## config.mk

```make
export PLATFORM = sky130hd
export DESIGN_NAME = irq_arbiter_flat
export DESIGN_NICKNAME = d
export VERILOG_FILES = /design/src/rtl/irq_arbiter_pkg.sv /design/src/rtl/irq_arbiter_if.sv /design/src/rtl/irq_priority_select.sv /design/src/rtl/irq_arbiter.sv /design/src/flat_wrapper.sv
export SDC_FILE = /design/constraint.sdc
export NUM_CORES = 1
export LEC_CHECK = 0
export ABC_AREA = 1
export CAP_MARGIN = 20
export CORE_MARGIN = 2
export CORE_UTILIZATION = 60
export CTS_CLUSTER_SIZE = 8
export DETAILED_ROUTE_END_ITERATION = 6
export DONT_BUFFER_PORTS = 1
export GPL_TIMING_DRIVEN = 0
export PLACE_DENSITY = 0.76
export SYNTH_ARGS = -nofsm -noshare
export SYNTH_HDL_FRONTEND = slang
export SYNTH_HIERARCHICAL = 1
export SYNTH_SLANG_ARGS = --single-unit
```

## constraint.sdc

```tcl
create_clock -name clk -period 3.38 [get_ports clk]
set_input_delay 0.338 -clock clk [delete_from_list [all_inputs] [get_ports clk]]
set_output_delay 0.338 -clock clk [all_outputs]
set_load 0.02 [all_outputs]
```

## src/rtl/irq_arbiter_pkg.sv

```systemverilog
// Shared definitions for the interrupt arbiter: FSM encoding, register bit
// positions and the fixed source numbering of the attached devices.
package irq_arbiter_pkg;

    typedef enum logic [1:0] {
        ST_IDLE    = 2'd0,
        ST_PEND    = 2'd1,
        ST_SERVICE = 2'd2
    } state_e;

    typedef enum logic [2:0] {
        SRC_TIMER = 3'd0,
        SRC_KEY   = 3'd1,
        SRC_SW    = 3'd2
    } src_e;

    localparam int ID_W           = 3;
    localparam int CTRL_GIE_BIT   = 0;
    localparam int CTRL_EOI_BIT   = 1;
    localparam int CTRL_STATE_LSB = 2;
    localparam int CTRL_STATE_MSB = 3;
    localparam int ID_PEND_BIT    = 30;
    localparam int ID_SERV_BIT    = 31;

endpackage

```

## src/rtl/irq_arbiter_if.sv

```systemverilog
// Memory-mapped bus seen by the interrupt arbiter; the CPU/bus fabric is the
// master, the arbiter's register file is the slave.
interface irq_arbiter_if #(
    parameter int BITS = 32
);
    logic            we;
    logic            re;
    logic [BITS-1:0] memAddr;
    logic [BITS-1:0] dataBusIn;
    logic [BITS-1:0] dataBusOut;

    modport master (output we, re, memAddr, dataBusIn, input dataBusOut);
    modport slave  (input we, re, memAddr, dataBusIn, output dataBusOut);
endinterface

```

## src/rtl/irq_priority_select.sv

```systemverilog
// Combinational winner search: first eligible source found when scanning
// upward from start_i with wrap-around. Fixed priority simply uses start_i=0.
module irq_priority_select #(
    parameter int NUM_SRC = 4
) (
    input  logic [NUM_SRC-1:0] eligible_i,
    input  logic [2:0]         start_i,
    output logic [2:0]         winner_o,
    output logic               found_o
);

    int                 idx;
    logic [NUM_SRC-1:0] elig_sh;

    // Scan from the farthest position back to start so the nearest hit wins.
    always_comb begin
        winner_o = '0;
        found_o  = 1'b0;
        idx      = 0;
        elig_sh  = '0;
        for (int k = NUM_SRC - 1; k >= 0; k--) begin
            idx     = (int'(start_i) + k) % NUM_SRC;
            elig_sh = eligible_i >> idx;
            if (elig_sh[0]) begin
                winner_o = 3'(idx);
                found_o  = 1'b1;
            end
        end
    end

endmodule

```

## src/rtl/irq_arbiter.sv

```systemverilog
// Interrupt arbiter: masks/enables device lines, raises one CPU request and
// walks it through request/ack/EOI. Define IRQ_ROUND_ROBIN_EN for rotating
// priority; otherwise the lowest eligible index always wins.
//   state   | meaning
//   IDLE    | no source in flight, arbitrate on eligible lines
//   PEND    | cpu_irq high, waiting for cpu_ack
//   SERVICE | CPU handling cur_id, waiting for EOI write
module irq_arbiter
    import irq_arbiter_pkg::*;
#(
    parameter int              BITS      = 32,
    parameter int              NUM_SRC   = 4,
    parameter logic [BITS-1:0] ID_BASE   = 32'hF000_0100,
    parameter logic [BITS-1:0] MASK_BASE = 32'hF000_0104,
    parameter logic [BITS-1:0] CTRL_BASE = 32'hF000_0108
) (
    input  logic               clk,
    input  logic               reset,
    irq_arbiter_if.slave       bus,
    input  logic [NUM_SRC-1:0] irq_req,
    output logic               cpu_irq,
    input  logic               cpu_ack,
    output logic [2:0]         irq_id
);

    state_e             state_q, state_d;
    logic [NUM_SRC-1:0] mask_q, mask_d;
    logic               gie_q, gie_d;
    logic [2:0]         cur_id_q, cur_id_d;
    logic [NUM_SRC-1:0] eligible;
    logic [2:0]         start_idx;
    logic [2:0]         winner;
    logic               found;
    logic               hit_id, hit_mask, hit_ctrl;
    logic               wr_mask, wr_ctrl, rd_en;
    logic [BITS-1:0]    rdata;
    logic               unused_data;

    assign hit_id   = (bus.memAddr == ID_BASE);
    assign hit_mask = (bus.memAddr == MASK_BASE);
    assign hit_ctrl = (bus.memAddr == CTRL_BASE);
    assign wr_mask  = bus.we && hit_mask;
    assign wr_ctrl  = bus.we && hit_ctrl;
    assign rd_en    = bus.re && !bus.we;

    assign unused_data = ^bus.dataBusIn[BITS-1:NUM_SRC];

    // Registered mask/GIE only: a write in this cycle affects the next arbitration.
    assign eligible = irq_req & mask_q & {NUM_SRC{gie_q}};

`ifdef IRQ_ROUND_ROBIN_EN
    logic [2:0] rr_ptr_q, rr_ptr_d;

    assign start_idx = rr_ptr_q;

    always_comb begin
        rr_ptr_d = rr_ptr_q;
        if (state_q == ST_IDLE && found) begin
            rr_ptr_d = 3'((int'(winner) + 1) % NUM_SRC);
        end
    end

    always_ff @(posedge clk) begin
        if (reset) begin
            rr_ptr_q <= '0;
        end else begin
            rr_ptr_q <= rr_ptr_d;
        end
    end
`else
    assign start_idx = '0;
`endif

    irq_priority_select #(
        .NUM_SRC (NUM_SRC)
    ) u_select (
        .eligible_i (eligible),
        .start_i    (start_idx),
        .winner_o   (winner),
        .found_o    (found)
    );

    always_comb begin
        state_d  = state_q;
        cur_id_d = cur_id_q;
        mask_d   = wr_mask ? bus.dataBusIn[NUM_SRC-1:0] : mask_q;
        gie_d    = wr_ctrl ? bus.dataBusIn[CTRL_GIE_BIT] : gie_q;
        case (state_q)
            ST_IDLE: begin
                if (found) begin
                    state_d  = ST_PEND;
                    cur_id_d = winner;
                end
            end
            ST_PEND: begin
                if (cpu_ack) begin
                    state_d = ST_SERVICE;
                end else if (wr_ctrl && !bus.dataBusIn[CTRL_GIE_BIT]) begin
                    state_d = ST_IDLE;
                end
            end
            ST_SERVICE: begin
                if (wr_ctrl && bus.dataBusIn[CTRL_EOI_BIT]) begin
                    state_d = ST_IDLE;
                end
            end
            default: state_d = ST_IDLE;
        endcase
    end

    always_ff @(posedge clk) begin
        if (reset) begin
            state_q  <= ST_IDLE;
            mask_q   <= '0;
            gie_q    <= 1'b0;
            cur_id_q <= '0;
        end else begin
            state_q  <= state_d;
            mask_q   <= mask_d;
            gie_q    <= gie_d;
            cur_id_q <= cur_id_d;
        end
    end

    assign cpu_irq = (state_q == ST_PEND);
    assign irq_id  = cur_id_q;

    always_comb begin
        rdata = '0;
        if (rd_en) begin
            if (hit_id) begin
                rdata[ID_W-1:0]    = cur_id_q;
                rdata[ID_PEND_BIT] = (state_q == ST_PEND);
                rdata[ID_SERV_BIT] = (state_q == ST_SERVICE);
            end else if (hit_mask) begin
                rdata[NUM_SRC-1:0] = mask_q;
            end else if (hit_ctrl) begin
                rdata[CTRL_GIE_BIT]                  = gie_q;
                rdata[CTRL_STATE_MSB:CTRL_STATE_LSB] = state_q;
            end
        end
    end

    assign bus.dataBusOut = rdata;

endmodule

```

## src/flat_wrapper.sv

```systemverilog
// flat-port wrapper written by rule: the top's interface ports become plain ports
module irq_arbiter_flat import irq_arbiter_pkg::*;
#(
    parameter int              BITS      = 32,
    parameter int              NUM_SRC   = 4,
    parameter logic [BITS-1:0] ID_BASE   = 32'hF000_0100,
    parameter logic [BITS-1:0] MASK_BASE = 32'hF000_0104,
    parameter logic [BITS-1:0] CTRL_BASE = 32'hF000_0108
)
  (clk, reset, irq_req, cpu_irq, cpu_ack, irq_id, bus_we, bus_re, bus_memAddr, bus_dataBusIn, bus_dataBusOut);
  irq_arbiter_if #(.BITS(BITS)) bus_i ();
  input  logic clk;
  input  logic reset;
  input  logic [NUM_SRC-1:0] irq_req;
  output logic cpu_irq;
  input  logic cpu_ack;
  output logic [2:0] irq_id;
  input wire logic [$bits(bus_i.we)-1:0] bus_we;
  input wire logic [$bits(bus_i.re)-1:0] bus_re;
  input wire logic [$bits(bus_i.memAddr)-1:0] bus_memAddr;
  input wire logic [$bits(bus_i.dataBusIn)-1:0] bus_dataBusIn;
  output wire logic [$bits(bus_i.dataBusOut)-1:0] bus_dataBusOut;
  assign bus_i.we = bus_we;
  assign bus_i.re = bus_re;
  assign bus_i.memAddr = bus_memAddr;
  assign bus_i.dataBusIn = bus_dataBusIn;
  assign bus_dataBusOut = bus_i.dataBusOut;
  irq_arbiter #(.BITS(BITS), .NUM_SRC(NUM_SRC), .ID_BASE(ID_BASE), .MASK_BASE(MASK_BASE), .CTRL_BASE(CTRL_BASE)) u_core (.clk(clk), .reset(reset), .bus(bus_i), .irq_req(irq_req), .cpu_irq(cpu_irq), .cpu_ack(cpu_ack), .irq_id(irq_id));
endmodule
```

==> impl_metrics.py <==
metrics = {
    "sta": {
        "setup_viol": 0,
        "max_freq_mhz": 520.7,
        "worst_slew_pin_slew_ps": 501.4,
        "timing.setup.tns_ps": 0,
        "post-route-min-period_ps": 1921,
        "rsz0062_at_grt": "false",
        "period_share": 0.5682,
        "drv_slew": 0,
        "finClkSkew_ps": 2.309,
        "whs_ps": 145.3,
        "final-hold-violation-count": 0,
        "relSlewSlack": 0.6645,
    },
    "finish": {
        "nNetsFinal": 339,
        "layout-drive-gt1-share": 0.2083,
        "n_fill_cell": 196,
        "syn2layout_area_growth_pct": 13.42,
        "final_cell_mix": "61 x nand2_1, 55 x nor2_1, 32 x conb_1",
        "antennaDiodeCount": 0,
        "layout_commonest_cell": "nand2_1",
    },
    "global_route": {
        "grt_pass1_vias": 1030,
        "grt_first_pass_wirelength_mm": 3.960,
        "grt_overflow_total": 0,
        "grt_max_degree": 11,
        "antenna_found_initial": 0,
        "grt_use_total": 0.2001,
    },
    "power_and_ir_drop": {
        "total_power_w": 0.0003161,
        "ir_drop_mv": 0.1751,
        "p_comb_frac": 0.333,
        "pwr_density_cell_nw_per_um2": 221.4,
        "swShare": 0.3505,
        "seqPwrFrac": 0.423,
        "leakage_nw": 0.7334,
        "p_sw_w": 0.0001108,
        "p_clk_frac": 0.244,
        "p_int_w": 0.0002053,
    },
    "logic_synthesis": {
        "synthCells": 231,
        "ys_warn_count": 6,
        "synth_cell_type_count": 23,
        "ys_ff_latch": 10,
        "synth.cell_area_sq_um": 1259,
        "avgSynthCellArea_sq_um": 5.449,
        "seq_area_frac_synth": 0.1590,
    },
    "clock_tree": {
        "cts_setup_buffers": 0,
        "cts_tree": "built",
        "clockRootBuffer": "clkbuf_4",
        "cts_sinks": 10,
        "cts-htree-levels": 1,
        "cts_buffer_depth": 2,
        "cts.clk_slew.worst_paths_ps": 60,
        "cts_hold_buf": 0,
        "cts_resized": 0,
        "cts_buffers": 3,
        "clk_latency_ps": 250,
    },
    "drt": {
        "ant_nets": 0,
        "first_pass_iters": 5,
        "wl_per_cell_um": 8.289,
        "route.vias.total": 1284,
        "routed_wl_mm": 2.412,
        "vias_per_cell": 4.412,
        "route.detailed.drc": 0,
        "drtIter0Drc": 15,
    },
    "floorplan": {
        "fp.dieW_um": 49.80,
        "initial_utilization": 0.6416,
        "io_pins": 109,
        "core_area_sq_um": 1962,
        "std_cell_rows": 16,
        "die-area_sq_um": 2480,
        "die_y_um": 49.80,
    },
    "worst_setup_path": {
        "rrSetupSlack_ps": 1920,
        "r2r_end": "u_core/irq_id[1]",
        "crit_chain": "inv_1, nor2_1, inv_1, nor2_1",
        "crit_cells": 4,
        "r2r_start": "u_core/gie_q",
        "cp_slowest_cell": "dfxtp_1",
        "rr_worst_depth": 9,
        "cp-end-kind": "primary output",
        "worstPathRequired_ps": 3040,
        "start_kind": "flip-flop",
        "arrival_ps": 1580,
        "crit_type": "flip-flop to primary output",
        "cpPeakStageDelay_ps": 400,
        "crit_family": "simple AND/OR/NAND/NOR gates",
        "crit_fanout": 5,
        "cp_num_buf_inv": 2,
    },
    "place": {
        "portBuffers": 0,
        "gp_congestion": 0.8069,
        "dp_hpwl_mm": 2.171,
    },
    "status": {
        "status": "completed",
    },
    "min_path": {
        "hp-start": "reset",
        "min_path_type": "input pin to flip-flop",
        "min_to": "u_core/state_q[1]",
        "worstHoldPathCells": 1,
    },
    "job": {
        "cap_violations": 0,
    },
}
[power by group through the flow]
| stage | combinational (W) | clock [W] | sequential (W) |
|---|---|---|---|
| after CTS | 0.000103 | 0.0000784 | 0.000134 |
| after floorplan | 0.0000971 | 0 | 0.000135 |
| after global routing | 0.000117 | 0.0000863 | 0.000134 |
| final | 0.000105 | 0.0000770 | 0.000134 |
| after global placement | 0.000102 | 0 | 0.000136 |
| after detailed placement | 0.000103 | 0 | 0.000137 |
[worst reg2reg max path, stage by stage, from the launching register on]
cell	delay, ps
dfxtp_1	350
inv_1	80
nor2_1	140
inv_2	50
o21ai_2	200
nor2_1	90
nand3_1	80
nand2_1	110
o21ai_0	200
nor2_1	50
[worst max path at each step]
stage | from | endpoint | slack [ps]
2_1_floorplan | bus_memAddr[15] | bus_dataBusOut[3] | 1750
3_3_place_gp | bus_memAddr[27] | bus_dataBusOut[3] | 1610
4_1_cts | u_core/state_q[0] | bus_dataBusOut[30] | 1460
6_report | u_core/state_q[0] | bus_dataBusOut[30] | 1460
3_5_place_dp | bus_memAddr[25] | bus_dataBusOut[3] | 1620
5_1_grt | u_core/state_q[0] | bus_dataBusOut[30] | 1320
[cell type report]
cell class | instances | area (sq um) | area share
plain buffers | 29 | 219.0 | 0.1534
clock buffers | 3 | 22.52 | 0.01578
inverters | 27 | 103.9 | 0.07274
multi-input cells | 195 | 848.3 | 0.5942
flip-flops and latches | 10 | 200.2 | 0.1402
well taps | 27 | 33.78 | 0.02366
[cell families (layout without fill, tap and decap cells)]
kind of cell	after synthesis	after routing	share of synthesized area
other	2	32	0.005966
AND/OR/NAND/NOR	152	152	0.5298
buffers and inverters	56	59	0.2565
flip-flops	10	10	0.1590
AO/OA/AOI/OAI	11	11	0.04871
[through the flow]
step                cell area (sq um)  setup WS [ps]  instances  utilization
finish                           1428           1459        291       0.7277
global route                     1428           1320        291       0.7277
CTS                              1428           1460        291       0.7277
detailed placement               1405           1616        288       0.7162
global placement                 1405           1615        288       0.7162
floorplan                        1371           1752        261            -
[Yosys cell counts (all sizes together)]
master / n / area [sq um]
nor3: 1 / 10.01
buf: 29 / 219.0
o211ai: 1 / 7.510
a21oi: 4 / 20.02
nand2: 68 / 272.8
conb: 2 / 7.510
o21ai: 6 / 33.78
and2: 1 / 8.760
nand3b: 3 / 22.52
nor2: 60 / 252.7
nand3: 19 / 100.1
inv: 27 / 103.9
dfxtp: 10 / 200.2
[registers in the layout, indices dropped and copies added, names as in the netlist]
register,count
u_core/gie_q,1
u_core/state_q,2
u_core/irq_id,3
u_core/mask_q,4
[layer usage]
metal  track usage  routed length (um)  vias up
li1              -                   -      709
met1        0.2481                1030      509
met2        0.3400                1054       64
met3       0.06061                 312        2
met4       0.04167                  14        0
met5             0                   0        -
Note: power is estimated with default switching activity, not from simulation.
